<file path="src/rtl/cpu_step_5_writeback.sv">
// Writeback stage of the 5-stage CPU: retires step-4 instructions into the register file,
// waiting on memory for loads. Optional same-cycle bypass to step 2 under CPU_STEP_5_FORWARD_EN.
module cpu_step_5_writeback #(
    parameter int WIDTH       = 32,
    parameter int MEM_TIMEOUT = 15
) (
    input  logic             clk,
    input  logic             rst,
    input  logic             valid_step_4,
    input  logic             reg_write_step_4,
    input  logic             is_load_step_4,
    input  logic [4:0]       dest_step_4,
    input  logic [WIDTH-1:0] alu_result_step_4,
    input  logic [1:0]       load_size_step_4,
    input  logic             load_signed_step_4,
    input  logic [1:0]       addr_low_step_4,
    input  logic             mem_rvalid,
    input  logic [WIDTH-1:0] mem_rdata,
`ifdef CPU_STEP_5_FORWARD_EN
    input  logic [4:0]       rs_step_2,
    input  logic [4:0]       rt_step_2,
    output logic             fwd_rs_hit,
    output logic             fwd_rt_hit,
    output logic [WIDTH-1:0] fwd_data,
`endif
    output logic [4:0]       wnum_step_5,
    output logic [WIDTH-1:0] wdata_step_5,
    output logic             is_write_reg_step_5,
    output logic             stall_step_5,
    output logic             mem_timeout_err
);

    typedef enum logic {IDLE, WAIT_MEM} state_t;

    localparam logic [7:0] TIMEOUT_LAST = 8'(MEM_TIMEOUT - 1);

    state_t           state_q;
    logic [4:0]       dest_q;
    logic [1:0]       size_q;
    logic             signed_q;
    logic [1:0]       addr_q;
    logic [7:0]       cnt_q;
    logic [4:0]       wnum_q;
    logic [WIDTH-1:0] wdata_q;
    logic             wr_q;
    logic             err_q;
    logic [WIDTH-1:0] load_data_d;

    // Select the addressed little-endian lane and widen it to the datapath.
    function automatic logic [WIDTH-1:0] extract_load(
        input logic [WIDTH-1:0] rdata,
        input logic [1:0]       size,
        input logic             sgn,
        input logic [1:0]       addr
    );
        logic [7:0]  b;
        logic [15:0] h;
        case (addr)
            2'd0:    b = rdata[7:0];
            2'd1:    b = rdata[15:8];
            2'd2:    b = rdata[23:16];
            default: b = rdata[31:24];
        endcase
        h = addr[1] ? rdata[31:16] : rdata[15:0];
        case (size)
            2'b00:   extract_load = {{(WIDTH-8){sgn & b[7]}}, b};
            2'b01:   extract_load = {{(WIDTH-16){sgn & h[15]}}, h};
            default: extract_load = rdata;
        endcase
    endfunction

    assign load_data_d = extract_load(mem_rdata, size_q, signed_q, addr_q);

    always_ff @(posedge clk) begin
        if (rst) begin
            state_q  <= IDLE;
            cnt_q    <= 8'd0;
            wnum_q   <= 5'd0;
            wdata_q  <= '0;
            wr_q     <= 1'b0;
            err_q    <= 1'b0;
            dest_q   <= 5'd0;
            size_q   <= 2'd0;
            signed_q <= 1'b0;
            addr_q   <= 2'd0;
        end else begin
            wr_q <= 1'b0;
            case (state_q)
                IDLE: begin
                    if (valid_step_4 && reg_write_step_4) begin
                        if (is_load_step_4) begin
                            dest_q   <= dest_step_4;
                            size_q   <= load_size_step_4;
                            signed_q <= load_signed_step_4;
                            addr_q   <= addr_low_step_4;
                            cnt_q    <= 8'd0;
                            state_q  <= WAIT_MEM;
                        end else if (dest_step_4 != 5'd0) begin
                            wr_q    <= 1'b1;
                            wnum_q  <= dest_step_4;
                            wdata_q <= alu_result_step_4;
                        end
                    end
                end
                WAIT_MEM: begin
                    // A response on the final timeout cycle still completes the load.
                    if (mem_rvalid) begin
                        if (dest_q != 5'd0) begin
                            wr_q    <= 1'b1;
                            wnum_q  <= dest_q;
                            wdata_q <= load_data_d;
                        end
                        state_q <= IDLE;
                    end else if (cnt_q == TIMEOUT_LAST) begin
                        err_q   <= 1'b1;
                        state_q <= IDLE;
                    end else begin
                        cnt_q <= cnt_q + 8'd1;
                    end
                end
            endcase
        end
    end

    assign wnum_step_5         = wnum_q;
    assign wdata_step_5        = wdata_q;
    assign is_write_reg_step_5 = wr_q;
    assign stall_step_5        = (state_q == WAIT_MEM);
    assign mem_timeout_err     = err_q;

`ifdef CPU_STEP_5_FORWARD_EN
    assign fwd_rs_hit = wr_q && (wnum_q == rs_step_2) && (wnum_q != 5'd0);
    assign fwd_rt_hit = wr_q && (wnum_q == rt_step_2) && (wnum_q != 5'd0);
    assign fwd_data   = wdata_q;
`endif

endmodule

</file>
<file path="config.mk">
export PLATFORM = sky130hd
export DESIGN_NAME = cpu_step_5_writeback
export DESIGN_NICKNAME = d
export VERILOG_FILES = /design/src/rtl/cpu_step_5_writeback.sv
export SDC_FILE = /design/constraint.sdc
export NUM_CORES = 1
export LEC_CHECK = 0
export BUFFER_PORTS_ARGS = -buffer_cell sky130_fd_sc_hd__buf_2
export CORE_MARGIN = 1
export CORE_UTILIZATION = 46
export CTS_BUF_LIST = sky130_fd_sc_hd__clkbuf_8
export DETAILED_ROUTE_END_ITERATION = 10
export HOLD_SLACK_MARGIN = 0.02
export PLACE_DENSITY = 0.78
export SLEW_MARGIN = 20
export SYNTH_ARGS = -nofsm -noshare
export SYNTH_HDL_FRONTEND = slang
export SYNTH_SLANG_ARGS = --single-unit
</file>
<file path="constraint.sdc">
create_clock -name clk -period 1.6 [get_ports clk]
set_input_delay 0.16 -clock clk [delete_from_list [all_inputs] [get_ports clk]]
set_output_delay 0.16 -clock clk [all_outputs]
set_load 0.1 [all_outputs]
</file>
==> results of run 1 <==
==> final cells by class <==
class / instances / share of cell area (%)
multi-input combinational: 296 / 43.0
sequential: 58 / 26.6
timing repair buffer: 154 / 22.3
clock buffer: 9 / 2.82
clock inverter: 7 / 2.31
tap: 77 / 2.19
inverter: 10 / 0.855
==> worst max-delay path: stages, from the launching register on <==
cell	delay, ns
dfxtp_1	0.31
or4_1	0.51
or3_4	0.36
nand3_4	0.13
buf_12	0.14
clkbuf_16	0.13
nand2_1	0.06
a21oi_2	0.11
==> routing by layer <==
| metal | global-route usage, % | part of all wire, % | vias up |
|---|---|---|---|
| met5 | 0 | 0 | - |
| li1 | - | - | 1699 |
| met4 | 14.9 | 3.4 | 0 |
| met2 | 44.0 | 47 | 152 |
| met1 | 34.6 | 43 | 1612 |
| met3 | 4.28 | 7.0 | 29 |
==> state kept, by name, indices dropped and copies added, names as in the netlist <==
signal / count
dest_q: 5
wdata_step_5: 32
addr_q: 2
signed_q: 1
cnt_q: 8
stall_step_5: 1
is_write_reg_step_5: 1
wnum_step_5: 5
size_q: 2
mem_timeout_err: 1
==> through the flow <==
| step | cell area (µm²) | hold slack, ns | power, µW |
|---|---|---|---|
| after floorplan | 3200 | 0.296 | 2280 |
| after global placement | 3990 | 0.420 | 2540 |
| after detailed placement | 3990 | 0.419 | 2550 |
| after CTS | 4350 | 0.0504 | 4130 |
| after global routing | 4390 | 0.0550 | 4290 |
| final | 4390 | 0.0547 | 4140 |
==> power by group <==
group	switching [µW]	internal, µW
clock	665	889
combinational	723	322
sequential	39.5	1510
==> logic make-up (layout without fill, tap and decap cells) <==
group                    count (synthesis)  after routing  synth area share (%)
multiplexers                             8              8                  2.65
flip-flops                              58             58                  36.7
buffers and inverters                   46            180                  7.19
AO/OA/AOI/OAI                          127            127                  27.9
adder cells (fa/ha/maj)                  2              2                 0.790
AND/OR/NAND/NOR                        153            153                  23.2
XOR/XNOR                                 6              6                  1.66
==> timing repair <==
| item | in CTS | in global routing |
|---|---|---|
| gates resized for setup | 13 | 11 |
| buffers inserted | 2 | 2 |
| cloned | 2 | 1 |
| pin swaps | 0 | 4 |
| hold buffers | 0 | 0 |
| endpoints found under the setup margin | 44 | 38 |
==> how the worst max path moves through the flow <==
stage               from                to  cells after the start
2_1_floorplan  dest_q[3]   wdata_step_5[1]                      7
3_3_place_gp   addr_q[1]  wdata_step_5[23]                      5
3_5_place_dp   addr_q[1]  wdata_step_5[16]                      5
4_1_cts        dest_q[3]  wdata_step_5[27]                      7
5_1_grt        dest_q[3]  wdata_step_5[27]                      6
6_report       dest_q[3]  wdata_step_5[13]                      7
==> Yosys cell counts (6+ instances only) <==
cell      number  area [µm²]
nand2b_1       9        56.3
nor2_1        58         218
buf_2          7        35.0
nor3_1        10        50.1
a22oi_1        9        67.6
a21o_1         7        52.6
nand2_1       36         135
clkbuf_1      23        86.3
inv_1          9        33.8
a221oi_1       6        52.6
dfxtp_1       58        1160
nand3b_1      16         120
a211o_1        8        70.1
a211oi_2       6        75.1
o41ai_1       16         140
nor2b_1        8        50.1
a21oi_1       57         285
o22ai_1        6        37.5
xor2_1         6        52.6
==> results by group, run 1 <==
Die
  – Die extent in x: about 85 µm
  – Die footprint: 7220 µm²
  – Core Box Area: 6490 µm²
  – Initial Utilization: 48.8%
  – Die Y: 85.0 µm
  – Row count: 29
  – Ports: 120

Setup path
  – Reg-to-reg slack, setup: -0.20 ns
  – FF-to-FF Start: dest_q[3]
  – Crit Path Category: register to register
  – CP Max Fanout: 6
  – Setup crit start kind: register
  – Reg2reg path depth: 7
  – Data arrival time of the critical path: 2.10 ns
  – Data required, critical path: 1.89 ns
  – Critical Path End Type: register
  – R2R Path End: wdata_step_5[13]

Global route
  – First-pass GRT wire length: 15400 µm
  – Largest net degree at the start of global routing: 70
  – Vias in the first global route: ~3300
  – Overflow after GRT: 0
  – Antenna violations before repair: 0
  – GRT Resource Usage Total: 27.1%

Placement
  – RePlAce Congestion: 0.842
  – Post-Place Worst Slack: -0.300 ns
  – Port Buffers: 119
  – Dpl cells: 590
  – DPL Wire Length: 6850 µm

Cells and area
  – Area growth syn-to-layout: 38.7%
  – Layout Nets: 611
  – Commonest non-fill, non-tap cells in the layout: 118 x buf_2, 56 x dfxtp_1, 54 x a21oi_1
  – Ant. Diodes: 0
  – Post-Layout Cell Count: 611
  – Fillcell total: 514
  – Multi-input gate area: around 1900 µm²
  – Share of cells above drive strength 1: 37.6%
  – Final Util: 67.6%
  – Register Area: 1170 µm²
  – Most common cell after layout, fill and taps aside: buf_2

STA
  – Max transition margin: roughly two thirds
  – Fin crit share: 113%
  – Least-Margin Pin Slew: slightly below 0.5 ns
  – Max Fclk: 555 MHz
  – Final setup viols: 38
  – Fin. max-slew vios: 0
  – Total negative slack: -5.59 ns
  – Hold Fails Final Rpt: 0
  – Tmin final: 1.80 ns
  – Final worst setup slack: -0.203 ns
  – RSZ-0062 raised after global routing: true
  – Clock Skew: 0.00811 ns

Clock network
  – Worst-Skew Late Latency: 0.35 ns
  – Root buf cell: clkbuf_8
  – Clock sink count: 58
  – Reg clk slew, reported paths: around 0.080 ns
  – Num CTS Buffers: 9
  – TritonCTS clock tree: yes
  – CTS Buffer Depth: 2
  – H-tree levels: 3

Run
  – Max cap viols: 0

Route
  – Wirelength, routed: ~9600 µm
  – ANT nets after route: 0
  – WL per Instance: 15.8 µm
  – DRT iter0 DRCs: 247
  – First-pass detailed-route iteration total: 8
  – Vias per inst: 5.72
  – DRC Markers: 9
  – Total number of vias: 3492

Logic synthesis
  – Netlist Area Pre-Place: 3170 µm²
  – Asr flop ratio synth: 0%
  – Avg Synthesized Cell Area: a little under 8 µm²
  – Ys flop type: dfxtp_1
  – Syn Inst Count: 400
  – Sequential-to-total area share from yosys stat: 36.7%
  – Synthesized Nets: 482
  – Number of synthesis warnings: 0
  – Synth unique cells: 46
  – Synth Register Bits: 58
  – EDFF count, synth: 0

Pwr
  – Pwr/cell area: 943 nW/µm²
  – Leak: around 0.0020 µW
  – Maximum VDD drop: 0.000602 V

Hold path
  – Worst Hold Launch: addr_low_step_4[1]
  – Worst hold path type: primary input to register
  – WHS Endpoint: addr_q[1]
  – Worst hold stages: 3

Run status
  – Failing checks: design-rule violations, negative setup slack
  – Outcome: finished with violations
(Power assumes the default switching activity.)
==> run 2: changes to the inputs <==
Settings changed: CELL_PAD_IN_SITES_DETAIL_PLACEMENT set to 1, CELL_PAD_IN_SITES_GLOBAL_PLACEMENT set to 2, CORE_UTILIZATION 46 to 25, PLACE_DENSITY 0.78 to 0.77, SKIP_CTS_REPAIR_TIMING set to 1.
==> run 2 against run 1 <==
Against the previous run:
- the run ends with negative setup slack left
- clock power is 3% higher
- core utilization is 31 points lower
- critical path depth is 1 lower
- total power is 0.99% higher
- sequential share of layout area is 0.45 points lower
- die area is 82% higher
- hold slack worse by 0.0076 ns
- register-to-register slack worse by 0.04 ns
- global-route usage is 9.0 points lower
- combinational power hardly changed
- first-iteration DRC count is 49% lower
==> results by group, run 2 (synthesized netlist as in run 1, its figures left out) <==
Setup path
  – Critical path's slowest cell: or4_1
  – R2R Path End: wnum_step_5[1]
  – Delay-heaviest family, CP: simple AND/OR/NAND/NOR gates
  – CP Max Fanout: 17
  – Buf+Inv Stages, Crit Path: 1
  – Crit Path Category: register to register
  – Reg-to-reg slack, setup: -0.24 ns
  – Setup crit start kind: register
  – Cell chain of the critical path: or4_1 -> or3_4 -> and3_1 -> buf_12 -> nor2_1 -> a211oi_2
  – Critical Path End Type: register
  – FF-to-FF Start: dest_q[3]
  – Reg2reg path depth: 6
  – Data arrival time of the critical path: 2.08 ns
  – Max incr delay on CP: 0.51 ns
  – Data required, critical path: 1.84 ns

Cells and area
  – Area growth syn-to-layout: 41.1%
  – Most common cell after layout, fill and taps aside: buf_2
  – Design Area, Final: 4470 µm²
  – Commonest non-fill, non-tap cells in the layout: 118 x buf_2, 56 x a21oi_1, 56 x dfxtp_1
  – Share of cells above drive strength 1: 36.4%
  – Ant. Diodes: 0
  – Layout Nets: 610
  – Max reg flops: 32

Global route
  – GRT Resource Usage Total: 18.2%
  – Antenna violations before repair: 0
  – Largest net degree at the start of global routing: 43
  – Vias in the first global route: around 3600
  – First-pass GRT wire length: between 15000 and 20000 µm
  – Overflow after GRT: 0

STA
  – Final setup viols: 38
  – Total negative slack: -7.32 ns
  – Tmin final: 1.84 ns
  – Final worst setup slack: -0.238 ns
  – Clock Skew: 0.0125 ns
  – Hold Fails Final Rpt: 0
  – Fin crit share: 115%
  – Least-Margin Pin Slew: ~0.74 ns
  – Max Fclk: around 540 MHz
  – Fin. max-slew vios: 0
  – Max transition margin: 50.8%
  – Hold Slack: 0.0471 ns
  – RSZ-0062 raised after global routing: true

Hold path
  – Worst hold path type: primary input to register
  – WHS Endpoint: addr_q[0]
  – Worst Hold Launch: addr_low_step_4[0]
  – Worst hold stages: 3

Clock network
  – Clock sink count: 58
  – CTS Buffer Depth: 2
  – Worst-Skew Late Latency: 0.36 ns
  – Reg clk slew, reported paths: 0.07 ns
  – Root buf cell: clkbuf_8
  – Num CTS Buffers: 9
  – TritonCTS clock tree: yes
  – H-tree levels: 3

Route
  – WL per Instance: roughly 17 µm
  – First-pass detailed-route iteration total: 4
  – ANT nets after route: 0
  – Wirelength, routed: 12100 µm
  – Routed met1 length: 5360 µm
  – Vias per inst: 4.99
  – Met2 WL post-DR: between 6000 and 7000 µm
  – DRC Markers: 0
  – Max Used Layer: met4
  – DRT iter0 DRCs: between 100 and 150
  – Met3 WL: 434 µm
  – Total number of vias: 3500

Placement
  – RePlAce Congestion: 0.794
  – DPL Wire Length: 8950 µm
  – Post-DP Area: 4080 µm²
  – Port Buffers: 119

Run status
  – Failing checks: negative setup slack
  – Outcome: finished with violations

Die
  – Die extent in x: 115 µm
  – Die Y: 115 µm
  – Initial Utilization: 26.0%
  – Core Box Area: 12200 µm²
  – Row count: 40
  – Die footprint: 13100 µm²
  – Ports: 120

Pwr
  – Maximum VDD drop: 0.000404 V
  – Leak: 0.00197 µW
  – Pwr/cell area: 936 nW/µm²

Run
  – Max cap viols: 0
-- run 2: final cells by class --
type | instances | area, µm²
Inverter | 10 | 37.5
Tap cell | 168 | 210
Sequential cell | 58 | 1170
Fill cell | 1497 | 7690
Timing Repair Buffer | 153 | 977
Multi-Input combinational cell | 296 | 1850
Clock inverter | 6 | 90.1
Clock buffer | 10 | 138
-- run 2: how the worst max path moves through the flow --
stage | cells after the start | end | start | slack [ns]
floorplan | 7 | wdata_step_5[1] | dest_q[3] | -0.19
global placement | 6 | wdata_step_5[7] | dest_q[3] | -0.21
detailed placement | 6 | wdata_step_5[7] | dest_q[3] | -0.26
CTS | 5 | wdata_step_5[17] | size_q[0] | -0.33
global route | 6 | wdata_step_5[4] | dest_q[3] | -0.31
finish | 6 | wnum_step_5[1] | dest_q[3] | -0.24
-- run 2: layer usage --
layer  global-route usage (%)  up-vias
li1                         -     1694
met1                     22.2     1716
met2                     30.9       76
met3                     3.07       14
met4                     8.74        0
met5                        0        -
-- run 2: power by group --
group          switching (µW)  internal [µW]
clock network             676            921
registers                38.1           1510
logic                     731            312
total                    1450           2740
-- run 2: tightest hold or removal path, cell delays in order --
cell and delay [ns]:
buf_2 0.10, nand2_1 0.05, a21oi_1 0.05
-- run 2: metrics by stage --
stage	instances	util, %	setup WS, ns	power, µW
2_1_floorplan	400	-	-0.187	2280
3_3_place_gp	678	33.5	-0.211	2560
3_5_place_dp	678	33.5	-0.257	2580
4_1_cts	694	35.4	-0.331	4210
5_1_grt	701	36.7	-0.313	4360
6_report	701	36.7	-0.238	4180
==> run 3: changes to the inputs <==
Settings changed: RECOVER_POWER set to 100.
==> run 3 against run 2 <==
Against the previous run:
- critical path type unchanged
- sequential share of layout area grew 0.12 points
- global-route usage did not move
- total power about the same
- non-clock buffer count unchanged
- the run still ends with negative setup slack left
- final area is 0.45% lower
- die area did not move
- setup slack worse by 0.0018 ns
- maximum frequency down 0.10%
==> results by group, run 3 (synthesized netlist as in run 1, its figures left out) <==
Cells and area
  – Share of cells above drive strength 1: 36.2%
  – Most common cell after layout, fill and taps aside: buf_2
  – Area growth syn-to-layout: 40.5%
  – Ant. Diodes: 0
  – Commonest non-fill, non-tap cells in the layout: 90 x buf_2, 56 x a21oi_1, 56 x dfxtp_1
  – Layout Nets: 610
  – Design Area, Final: 4450 µm²
  – Register Area: between 1000 and 1500 µm²
  – Multi-input gate area: 1830 µm²
  – Fillcell total: 1501
  – Max reg flops: 32

Route
  – Total number of vias: 3504
  – DRT iter0 DRCs: around 140
  – ANT nets after route: 0
  – Vias per inst: between 4 and 5
  – WL per Instance: ~17 µm
  – DRC Markers: 0
  – Wirelength, routed: 12100 µm
  – First-pass detailed-route iteration total: 4

Placement
  – DPL Wire Length: 8950 µm
  – Port Buffers: 119
  – RePlAce Congestion: 0.794
  – Post-DP Area: 4080 µm²

Global route
  – Overflow after GRT: 0
  – First-pass GRT wire length: 18100 µm
  – GRT Resource Usage Total: a little under a fifth
  – Largest net degree at the start of global routing: 43
  – Antenna violations before repair: 0
  – Vias in the first global route: 3592

STA
  – Least-Margin Pin Slew: 0.730 ns
  – Hold Fails Final Rpt: 0
  – Tmin final: 1.84 ns
  – Final setup viols: 46
  – Clock Skew: 0.0153 ns
  – Total negative slack: -8.15 ns
  – RSZ-0062 raised after global routing: true
  – Max transition margin: 51.4%
  – Final worst setup slack: -0.240 ns
  – Fin crit share: 115%
  – Max Fclk: 543 MHz
  – Fin. max-slew vios: 0

Setup path
  – Setup crit start kind: register
  – Data arrival time of the critical path: 2.08 ns
  – Reg2reg path depth: 6
  – R2R Path End: wnum_step_5[1]
  – FF-to-FF Start: dest_q[3]
  – CP Max Fanout: 17
  – Critical Path End Type: register
  – Data required, critical path: 1.84 ns
  – Crit Path Category: register to register
  – Reg-to-reg slack, setup: -0.24 ns

Run status
  – Failing checks: negative setup slack
  – Outcome: finished with violations

Clock network
  – Clock sink count: 58
  – Worst-Skew Late Latency: around 0.36 ns
  – TritonCTS clock tree: yes
  – Num CTS Buffers: 9
  – CTS Buffer Depth: 2
  – Reg clk slew, reported paths: 0.08 ns
  – Root buf cell: clkbuf_8
  – H-tree levels: 3

Die
  – Die Y: 115 µm
  – Die extent in x: 115 µm
  – Core Box Area: approximately 12000 µm²
  – Row count: 40
  – Die footprint: 13100 µm²
  – Ports: 120
  – Initial Utilization: roughly a quarter

Pwr
  – Maximum VDD drop: 0.000404 V
  – Overall Power: 4180 µW
  – Leak: 0.00194 µW
  – Pwr/cell area: 941 nW/µm²

Run
  – Max cap viols: 0

Hold path
  – Worst hold stages: 3
  – WHS Endpoint: addr_q[0]
  – Worst Hold Launch: addr_low_step_4[0]
  – Worst hold path type: primary input to register
[run 3: where the power goes]
| group | leakage (µW) | internal [µW] | switching (µW) |
|---|---|---|---|
| clock | 0.000112 | 921 | 678 |
| sequential | 0.000473 | 1510 | 39.3 |
| combinational | 0.00135 | 310 | 731 |
| total | 0.00194 | 2740 | 1450 |
[run 3: routing by layer]
metal | track usage (%) | vias to the layer above | share of wire [%] | routed length [µm]
met1 | 22.2 | 1715 | 44 | 5330
met2 | 30.9 | 82 | 51 | 6130
li1 | - | 1695 | - | -
met3 | 3.07 | 12 | 3.8 | 454
met5 | 0 | - | 0 | 0
met4 | 8.74 | 0 | 1.4 | 174
[run 3: cell type report]
| cell class | instances | share of cell area, % |
|---|---|---|
| multi-input combinational | 296 | 41.2 |
| sequential | 58 | 26.2 |
| timing repair buffer | 153 | 21.9 |
| tap | 168 | 4.73 |
| clock buffer | 10 | 3.09 |
| clock inverter | 6 | 2.03 |
| inverter | 10 | 0.844 |
[run 3: through the flow]
stage / hold slack [ns] / setup slack (ns) / util, % / std cells
global route: 0.0404 / -0.313 / 36.6 / 701
floorplan: 0.296 / -0.187 / - / 400
finish: 0.0476 / -0.240 / 36.6 / 701
global placement: 0.426 / -0.211 / 33.5 / 678
detailed placement: 0.426 / -0.257 / 33.5 / 678
CTS: 0.0252 / -0.331 / 35.4 / 694
[run 3: how the worst max path moves through the flow]
stage / to / startpoint
after floorplan: wdata_step_5[1] / dest_q[3]
after global placement: wdata_step_5[7] / dest_q[3]
after detailed placement: wdata_step_5[7] / dest_q[3]
after CTS: wdata_step_5[17] / size_q[0]
after global routing: wdata_step_5[4] / dest_q[3]
final: wnum_step_5[1] / dest_q[3]
[run 3: worst max-delay path, stage by stage, from the launching register on]
cell and delay [ns]:
dfxtp_2 0.33, or4_1 0.51, or3_4 0.36, and3_1 0.18, buf_12 0.16, nor2_1 0.12, a211oi_2 0.06
